--- src/rtl/cd_ram_reader_pkg.sv ---
// Shared definitions for the paged frame buffer read-side drain engine.
//   - state_t : FSM state encoding, also visible on the debug state port.
//   - LEN_MSB : default page address width; the payload length sits in
//               flags[LEN_MSB:0], one bit wider than the page address so a
//               completely full page can be described.
//   - SKID_W  : width of one skid buffer entry, {last, data[7:0]}.
package cd_ram_reader_pkg;

  localparam int LEN_MSB = 8;
  localparam int SKID_W  = 9;

  typedef enum logic [2:0] {
    S_IDLE   = 3'd0,
    S_ARM    = 3'd1,
    S_LOAD   = 3'd2,
    S_STREAM = 3'd3,
    S_DONE   = 3'd4,
    S_GAP    = 3'd5
  } state_t;

endpackage

--- src/rtl/cd_skid2.sv ---
// Two-entry valid/ready buffer holding {last, data} words for the byte stream.
// The head register drives the pop side directly, so pop_valid/pop_data are
// registered. A spare register absorbs one extra word while the sink stalls.
//
// Ports:
//   clk, reset_n          clock, asynchronous active-low reset
//   flush                 drop both entries (takes priority over push)
//   push_valid/push_data  write side; the producer never pushes into a full
//                         buffer (it tracks occupancy itself)
//   pop_valid/pop_data    head word
//   pop_ready             sink accepts the head when pop_valid && pop_ready
//   occupancy             number of words held (0..2)
//
// Handshake: a word moves on the pop side in every cycle where
// pop_valid && pop_ready; pop_data is held stable while pop_valid && !pop_ready.
module cd_skid2
  import cd_ram_reader_pkg::*;
(
  input  logic              clk,
  input  logic              reset_n,
  input  logic              flush,
  input  logic              push_valid,
  input  logic [SKID_W-1:0] push_data,
  output logic              pop_valid,
  output logic [SKID_W-1:0] pop_data,
  input  logic              pop_ready,
  output logic [1:0]        occupancy
);

  logic              head_v_q;
  logic              spare_v_q;
  logic [SKID_W-1:0] head_q;
  logic [SKID_W-1:0] spare_q;
  logic              pop;

  assign pop = head_v_q && pop_ready;

  always_ff @(posedge clk or negedge reset_n) begin
    if (!reset_n) begin
      head_v_q  <= 1'b0;
      spare_v_q <= 1'b0;
      head_q    <= '0;
      spare_q   <= '0;
    end else if (flush) begin
      head_v_q  <= 1'b0;
      spare_v_q <= 1'b0;
    end else if (!head_v_q) begin
      // The spare is only ever filled behind a valid head, so it is empty here.
      if (push_valid) begin
        head_q   <= push_data;
        head_v_q <= 1'b1;
      end
    end else if (pop) begin
      if (spare_v_q) begin
        head_q    <= spare_q;
        spare_v_q <= push_valid;
        if (push_valid) spare_q <= push_data;
      end else begin
        head_v_q <= push_valid;
        if (push_valid) head_q <= push_data;
      end
    end else if (push_valid) begin
      spare_q   <= push_data;
      spare_v_q <= 1'b1;
    end
  end

  assign pop_valid = head_v_q;
  assign pop_data  = head_q;
  assign occupancy = {1'b0, head_v_q} + {1'b0, spare_v_q};

endmodule

--- src/rtl/cd_ram_reader.sv ---
// Read-side drain engine of the paged frame buffer. Waits for a committed
// page, latches its flags, takes the payload length from the flags and streams
// the page bytes to a byte-serial transmitter, then releases the page.
//
// Ports:
//   clk, reset_n      clock, asynchronous active-low reset
//   en                allow starting a new page (looked at only in IDLE)
//   abort             one-cycle pulse: drop current page, flush the buffer
//   unread            buffer holds at least one committed page
//   rd_byte           page byte, one cycle after rd_addr/rd_en
//   rd_flags          flags of the current read page, registered
//   rd_addr, rd_en    byte read address within the page and read strobe
//   rd_done           one-cycle pulse: page consumed, advance read page
//   rd_done_all       one-cycle pulse: clear all pages and pointers
//   cur_flags         flags latched for the page being streamed
//   tx_data, tx_valid, tx_last, tx_ready   outgoing byte stream
//   busy              high in every state except IDLE
//   dbg_state         current FSM state (state_t encoding)
//
// Stream handshake: a byte transfers in every cycle where tx_valid && tx_ready.
// While tx_valid && !tx_ready, tx_data and tx_last hold; tx_valid only drops
// after a transfer, or on abort/reset.
module cd_ram_reader
  import cd_ram_reader_pkg::*;
#(
  parameter int A_WIDTH = LEN_MSB
) (
  input  logic               clk,
  input  logic               reset_n,
  input  logic               en,
  input  logic               abort,
  input  logic               unread,
  input  logic [7:0]         rd_byte,
  input  logic [15:0]        rd_flags,
  output logic [A_WIDTH-1:0] rd_addr,
  output logic               rd_en,
  output logic               rd_done,
  output logic               rd_done_all,
  output logic [15:0]        cur_flags,
  output logic [7:0]         tx_data,
  output logic               tx_valid,
  output logic               tx_last,
  input  logic               tx_ready,
  output logic               busy,
  output logic [2:0]         dbg_state
);

  localparam logic [A_WIDTH:0] PAGE_BYTES = {1'b1, {A_WIDTH{1'b0}}};
  localparam logic [A_WIDTH:0] CNT_ONE    = (A_WIDTH+1)'(1);
  localparam logic [A_WIDTH:0] CNT_ZERO   = '0;

  state_t             state_q;
  state_t             state_d;
  logic [A_WIDTH-1:0] rd_addr_q;
  logic [A_WIDTH:0]   issue_rem_q;
  logic [A_WIDTH:0]   send_rem_q;
  logic               in_flight_q;
  logic               in_flight_last_q;
  logic [15:0]        cur_flags_q;

  logic [A_WIDTH:0]   len_raw;
  logic [A_WIDTH:0]   len;
  logic [1:0]         occ;
  logic               pop;
  logic               issue;
  logic               final_pop;
  logic [SKID_W-1:0]  skid_head;

  // Length field is one bit wider than the page address; anything beyond a
  // full page is clamped to a full page.
  assign len_raw = rd_flags[A_WIDTH:0];
  assign len     = (len_raw > PAGE_BYTES) ? PAGE_BYTES : len_raw;

  assign pop = tx_valid && tx_ready;

  // At most two words may be held or in flight. A handshake in this cycle
  // frees a slot, which is what lets the loop sustain one byte per clock.
  assign issue = (state_q == S_STREAM) && !abort && (issue_rem_q != CNT_ZERO) &&
                 (({1'b0, occ} + {2'b00, in_flight_q}) < (3'd2 + {2'b00, pop}));

  assign final_pop = (state_q == S_STREAM) && pop && (send_rem_q == CNT_ONE);

  always_ff @(posedge clk or negedge reset_n) begin
    if (!reset_n) begin
      state_q          <= S_IDLE;
      rd_addr_q        <= '0;
      issue_rem_q      <= '0;
      send_rem_q       <= '0;
      in_flight_q      <= 1'b0;
      in_flight_last_q <= 1'b0;
      cur_flags_q      <= '0;
    end else begin
      state_q          <= state_d;
      in_flight_q      <= issue;
      // The last tag travels with the read, so the skid head carries it
      // exactly when send-remaining reaches one.
      in_flight_last_q <= issue && (issue_rem_q == CNT_ONE);
      if (state_q == S_LOAD) begin
        cur_flags_q <= rd_flags;
        rd_addr_q   <= '0;
        issue_rem_q <= len;
        send_rem_q  <= len;
      end else begin
        if (issue) begin
          rd_addr_q   <= rd_addr_q + A_WIDTH'(1);
          issue_rem_q <= issue_rem_q - CNT_ONE;
        end
        if (pop) send_rem_q <= send_rem_q - CNT_ONE;
      end
    end
  end

  always_comb begin
    state_d     = state_q;
    rd_en       = issue;
    rd_done     = 1'b0;
    rd_done_all = abort;
    busy        = (state_q != S_IDLE);
    case (state_q)
      S_IDLE: begin
        if (!abort && unread && en) state_d = S_ARM;
      end
      S_ARM: begin
        state_d = abort ? S_GAP : S_LOAD;
      end
      S_LOAD: begin
        if (abort)                state_d = S_GAP;
        else if (len == CNT_ZERO) state_d = S_DONE;
        else                      state_d = S_STREAM;
      end
      S_STREAM: begin
        // Abort wins over a final handshake: the byte is delivered but the
        // page is released only through rd_done_all.
        if (abort)          state_d = S_GAP;
        else if (final_pop) state_d = S_DONE;
      end
      S_DONE: begin
        rd_done = !abort;
        state_d = S_GAP;
      end
      S_GAP: begin
        state_d = S_IDLE;
      end
      default: begin
        state_d = S_IDLE;
      end
    endcase
  end

  cd_skid2 u_skid (
    .clk        (clk),
    .reset_n    (reset_n),
    .flush      (abort),
    .push_valid (in_flight_q),
    .push_data  ({in_flight_last_q, rd_byte}),
    .pop_valid  (tx_valid),
    .pop_data   (skid_head),
    .pop_ready  (tx_ready),
    .occupancy  (occ)
  );

  assign tx_last   = skid_head[8];
  assign tx_data   = skid_head[7:0];
  assign rd_addr   = rd_addr_q;
  assign cur_flags = cur_flags_q;
  assign dbg_state = state_q;

endmodule

--- config.mk ---
export PLATFORM = sky130hd
export DESIGN_NAME = cd_ram_reader
export DESIGN_NICKNAME = d
export VERILOG_FILES = /design/src/rtl/cd_ram_reader_pkg.sv /design/src/rtl/cd_skid2.sv /design/src/rtl/cd_ram_reader.sv
export SDC_FILE = /design/constraint.sdc
export NUM_CORES = 1
export LEC_CHECK = 0
export ABC_AREA = 1
export CAP_MARGIN = 15
export CORE_MARGIN = 5
export CORE_UTILIZATION = 55
export DETAILED_ROUTE_END_ITERATION = 7
export GPL_TIMING_DRIVEN = 0
export PLACE_DENSITY = 0.84
export SKIP_LAST_GASP = 1
export SYNTH_ARGS = -nofsm -noshare
export SYNTH_HDL_FRONTEND = slang
export SYNTH_SLANG_ARGS = --single-unit
--- constraint.sdc ---
create_clock -name clk -period 3.97 [get_ports clk]
set_clock_uncertainty 0.1 [all_clocks]
set_input_delay 0.5955 -clock clk [delete_from_list [all_inputs] [get_ports clk]]
set_output_delay 0.5955 -clock clk [all_outputs]
set_load 0.02 [all_outputs]
# Word level (Yosys, flattened, before mapping)
# Cells that the tools add are included.
# Widths: inputs -> output; s select.
[op_classes]
multipliers = 0
n_div = 0
magnitude_cmp = 2
bitwise_logic = 1
n_eq_ne = 10
n_reduce_logical = 22
muxes = 32
addsub = 6
shifts = 0
[op_table]
columns = ["cell", "n"]
rows = [
  ["$mux 9", 12],
  ["$eq 9x1->1 const B", 2],
  ["$mux 3", 6],
  ["$sub 9x1->9 const B", 2],
  ["$mux 8", 2],
  ["$pmux 3 s5", 1],
  ["$mux 1", 11],
  ["$gt 9x9->1 const B", 1],
  ["$logic_and 1x1->1", 9],
  ["$logic_not 9->1", 1],
  ["$reduce_bool 9->1", 1],
  ["$add 8x1->8 const B", 1],
  ["$eq 3x2->1 const B", 2],
  ["$reduce_and 2->1", 3],
  ["$reduce_bool 2->1", 3],
  ["$reduce_bool 3->1", 2],
  ["$ne 2x2->1 const B", 2],
  ["$add 2x1->3", 1],
  ["$add 2x1->3 const A", 1],
  ["$eq 3x1->1 const B", 1],
  ["$eq 3x3->1 const B", 1],
  ["$logic_not 3->1", 1],
  ["$lt 3x3->1", 1],
  ["$ne 3x3->1 const B", 1],
  ["5 further kinds", 5],
]
[word_totals]
out_inout_bits = 41
elab_cells = 84
mem_bits_rw = 0
latch_bits = 0
romBits = 0
ff_bits = 67
memories = 0

# Depth between registers and ports, before layout
[logic_depth]
word_depth = 6
ltp_mapped = 12
depth_no_buf = 10

# Hierarchy
# A second synthesis with hierarchy kept.
[unflattened]
cells_unflattened = 533
area_unflattened_um2 = 3912.5
[by_module_without_submodules]
columns = ["module", "area_each_um2", "cells_each", "instances"]
rows = [
  ["cd_ram_reader", 2792.7, 394, 1],
  ["cd_skid2", 1119.8, 139, 1],
]

# Worst setup path after synthesis
# No wires, ideal clock.
[synth_timing]
path_kind = "register -> output"
startpoint = "register u_skid.head_v_q, in the netlist u_skid.pop_valid"
endpoint = "output rd_en"
stages_incl_launch_ff = 9
arrival_ns = 1.625
path_slack_ns = 1.649
path_cell_list = "dfrtp_1 inv_1 fa_1 inv_1 o21bai_1 nand2_1 inv_2 nand2_4 inv_2"
[synth_between]
elab_chain_len = 4
[synth_rtl]
columns = ["item", "line_no", "rtl"]
rows = [
  ["start, declared", "cd_skid2.sv:30", "logic head_v_q;"],
  ["start signal, assigned", "cd_skid2.sv:59", "head_v_q <= push_valid;"],
  ["$add 1x1->2 or $logic_and 1x1->1 (tied branches)", "cd_skid2.sv:70, cd_ram_reader.sv:74", ""],
  ["$add 2x1->3", "cd_ram_reader.sv:79", "(({1'b0, occ} + {2'b00, in_flight_q}) < (3'd2 + {2'b00, pop}));"],
  ["$lt 3x3->1 *", "cd_ram_reader.sv:79", ""],
  ["$logic_and 1x1->1 *", "cd_ram_reader.sv:78", "assign issue = (state_q == S_STREAM) && !abort && (issue_rem_q != CNT_ZERO) &&"],
  ["end, declared", "cd_ram_reader.sv:36", "output logic rd_en,"],
]
# Mark *: on every way between the ends. The rest lies on a longest branch, timed or not.

# Worst setup path after layout
[layout_timing]
startpoint = "register in_flight_q"
endpoint = "output rd_en"
[layout_between]
elab_chain_len = 3
[layout_rtl]
columns = ["item", "line_no", "rtl"]
rows = [
  ["start, declared", "cd_ram_reader.sv:57", "logic in_flight_q;"],
  ["start signal, assigned", "cd_ram_reader.sv:94", "in_flight_q <= issue;"],
  ["$add 2x1->3", "cd_ram_reader.sv:79", ""],
  ["$lt 3x3->1", "cd_ram_reader.sv:79", ""],
  ["$logic_and 1x1->1", "cd_ram_reader.sv:78", ""],
]
# No other way between the ends.

==> flow_summary_export.csv <==
group,metric,value,unit
clock_tree,cts-hold-fix-buffers,0,
sta,slew_violations,0,
sta,finalSetupTns,0,ns
synth,syn-cell-area,0.00360,mm²
sta,rsz0062_at_grt,"no",
floorplanning,pin_count,71,
worst_setup_path,max_stage_delay,0.62,ns
power,irDropWorstVdd,430,µV
job,drv_cap,0,
sta,setup_viol,0,
layout,diodes,0,
route,drt-initial-drc-count,190,
global_routing,use_met2,40.2,%
power,power.leakage,2.32,nW
route,final_antenna_net_count,0,
route,drt_wl_total,9480,µm
run_status,status,"finished clean",
layout,final_nets,596,
floorplanning,initial_core_util,56.6,%
worst_setup_path,crit_type,"reg -> out",
floorplanning,fp.coreArea,0.00635,mm²
place,place_congestion,0.927,
global_routing,use_met3,4.58,%
synth,yosysWarnings,0,
layout,fill_cells,512,
sta,hold_viol,0,
layout,drive_gt1_share,7.80,%
synth,syn-mean-instance-area,7.52,µm²
synth,synthesis.instances,478,
worst_setup_path,endpoint_kind,"output port",
worst_setup_path,slowest_stage,"clkdlybuf4s50_1",
clock_tree,clock-sinks,67,
floorplanning,die_y,90.9,µm
worst_setup_path,crit_fanout,10,
place,hpwl,6970,µm
sta,worst_slew_pin_slew,0.828,ns
clock_tree,cts_buffers,9,
route,drc,0,
layout,area.growth.synth_to_final,27.8,%
global_routing,gr-max-usage-layer,"met2",
worst_setup_path,cp_cell_sequence,"inv_1, clkbuf_1, fa_1, inv_1, o21bai_1, nand2_1, inv_2, nand2_4, inv_2, clkdlybuf4s50_1",
global_routing,grt_pass1_vias,3469,
worst_setup_path,crit_arrival,2.83,ns
power,power.density,706,mW/mm²
sta,min_period,3.52,ns
worst_setup_path,startpoint,"in_flight_q",
clock_tree,ctsResizeCount,0,
route,vias,3517,
synth,ys_types,35,
worst_setup_path,cp_num_cells,10,
worst_setup_path,required,3.27,ns
floorplanning,rows,29,
clock_tree,clk_pin_slew,0.08,ns
worst_setup_path,rr_worst_depth,12,
worst_hold_path,hold_path_class,"in -> async",
clock_tree,cts_buffer_depth,2,
sta,max_slew_margin,44.8,%
clock_tree,cts-root-buf,"clkbuf_8",
power,finalPower,3.24,mW
floorplanning,die_x,90.9,µm
place,port_buffers,70,
clock_tree,cts_tree,"built",
route,drt-wirelength-per-cell,14.8,µm
worst_setup_path,cp_top_family,"buffers and inverters",
global_routing,grt_pass1_wl,16200,µm
worst_setup_path,regToRegStartpoint,"in_flight_q",
synth,postSynthRegisterBits,67,
global_routing,grtUsageTotal,23.9,%
clock_tree,clk_latency,0.35,ns
global_routing,grt_max_degree,68,
route,viasPerCell,5.49,
worst_setup_path,cp_num_buf_inv,6,
global_routing,antenna_found_initial,0,
floorplanning,dieArea,0.00826,mm²
worst_setup_path,critPathLaunchType,"flip-flop",
sta,clock.fmax,0.284,GHz
synth,synth_nets,515,
clock_tree,post_cts_buffers,0,
global_routing,overflow,0,
global_routing,gr-usage-met1,29.8,%
synth,ys_seq_area_share,46.6,%
route,drtPass1Iterations,4,
clock_tree,cts_max_level,3,
sta,period_share,88.8,%
kinds of logic after synthesis:
group / after synthesis / synth area share, %
AOI/OAI and AO/OA: 88 / 13.3
xor gates and xnor gates: 4 / 0.974
adders and majority gates: 7 / 2.64
buffers and inverters: 71 / 8.35
DFF: 67 / 46.6
and+or+nand+nor: 241 / 28.1
cell usage after synthesis (all sizes together):
cell,instances,share of area [%]
nor3,5,0.84
and3,1,0.17
dfrtp,67,47
a21o,1,0.21
inv,56,5.8
nor2,49,5.4
nand3b,1,0.21
ha,6,2.1
clkinv,1,0.10
o31ai,1,0.21
a211oi,1,0.21
a31oi,3,0.52
xor2,4,0.97
nand3,32,4.5
o21ai,42,5.8
a21oi,31,4.3
o21a,1,0.21
nand2,148,16
o21bai,4,0.84
or2,1,0.17
buf,11,2.1
clkbuf,3,0.31
fa,1,0.56
nand4,4,0.70
o211ai,4,0.97
state kept, by name (all words and copies together), names as in the netlist:
signal and flops:
u_skid.spare_q 9, rd_addr 8, issue_rem_q 9, in_flight_last_q 1, send_rem_q 9, cur_flags 16
u_skid.pop_data 9, in_flight_q 1, u_skid.pop_valid 1, u_skid.spare_v_q 1, dbg_state 3
cell usage in the layout, fill, tap and decap left out, types with 3 or more instances in the layout:
| master | count |
|---|---|
| clkbuf_1 | 4 |
| nor3_1 | 4 |
| o21ai_0 | 31 |
| xor2_1 | 4 |
| dfrtp_1 | 67 |
| o211ai_1 | 3 |
| nand2_2 | 4 |
| ha_1 | 6 |
| a31oi_1 | 3 |
| nand4_1 | 4 |
| nor2_1 | 47 |
| buf_4 | 4 |
| clkdlybuf4s50_1 | 69 |
| nand2_1 | 142 |
| inv_1 | 49 |
| clkbuf_8 | 11 |
| nand3_1 | 32 |
| a21oi_1 | 31 |
| inv_2 | 7 |
| o21ai_1 | 11 |
| o21bai_1 | 4 |
| buf_2 | 6 |
through the flow:
stage / instances / hold WS [ns] / setup WS, ns / utilization (%) / area (µm²)
after floorplan: 478 / 0.200 / 1.65 / - / 3600
after global placement: 625 / 0.355 / 0.0133 / 69.2 / 4390
after detailed placement: 625 / 0.358 / 0.759 / 69.1 / 4390
after CTS: 641 / 0.274 / 0.438 / 72.4 / 4590
after global routing: 641 / 0.313 / 0.299 / 72.4 / 4590
final: 641 / 0.243 / 0.446 / 72.4 / 4590
final timing paths:
| check | to | slack [ns] |
|---|---|---|
| max | rd_en | 0.45 |
| min | u_skid.spare_q[1] | 0.24 |
| max reg2reg | issue_rem_q[2] | 1.62 |
| min reg2reg | cur_flags[10] | 0.37 |
| max in group asynchronous | send_rem_q[7] | 2.98 |
| min in group clk | cur_flags[10] | 0.37 |
report_power, final:
| part | switching (mW) | leakage [nW] | internal (mW) |
|---|---|---|---|
| clock | 0.257 | 0.106 | 0.323 |
| combinational | 0.924 | 1.36 | 0.633 |
| sequential | 0.181 | 0.860 | 0.925 |
routing by layer:
layer | vias up | share of wire, %
li1 | 1694 | -
met1 | 1676 | 42
met2 | 121 | 50
met3 | 26 | 5.6
met4 | 0 | 2.6
met5 | - | 0
layout make-up:
class / count / area [µm²] / share of cell area (%)
Sequential cell: 67 / 1680 / 36.5
Multi-Input combinational cell: 340 / 1620 / 35.2
Timing Repair Buffer: 70 / 698 / 15.2
Inverter: 57 / 214 / 4.66
Clock buffer: 12 / 155 / 3.38
Tap cell: 77 / 96.3 / 2.10
Buffer: 14 / 86.3 / 1.88
Clock inverter: 4 / 48.8 / 1.06
Power figures use the tool's default switching activity.
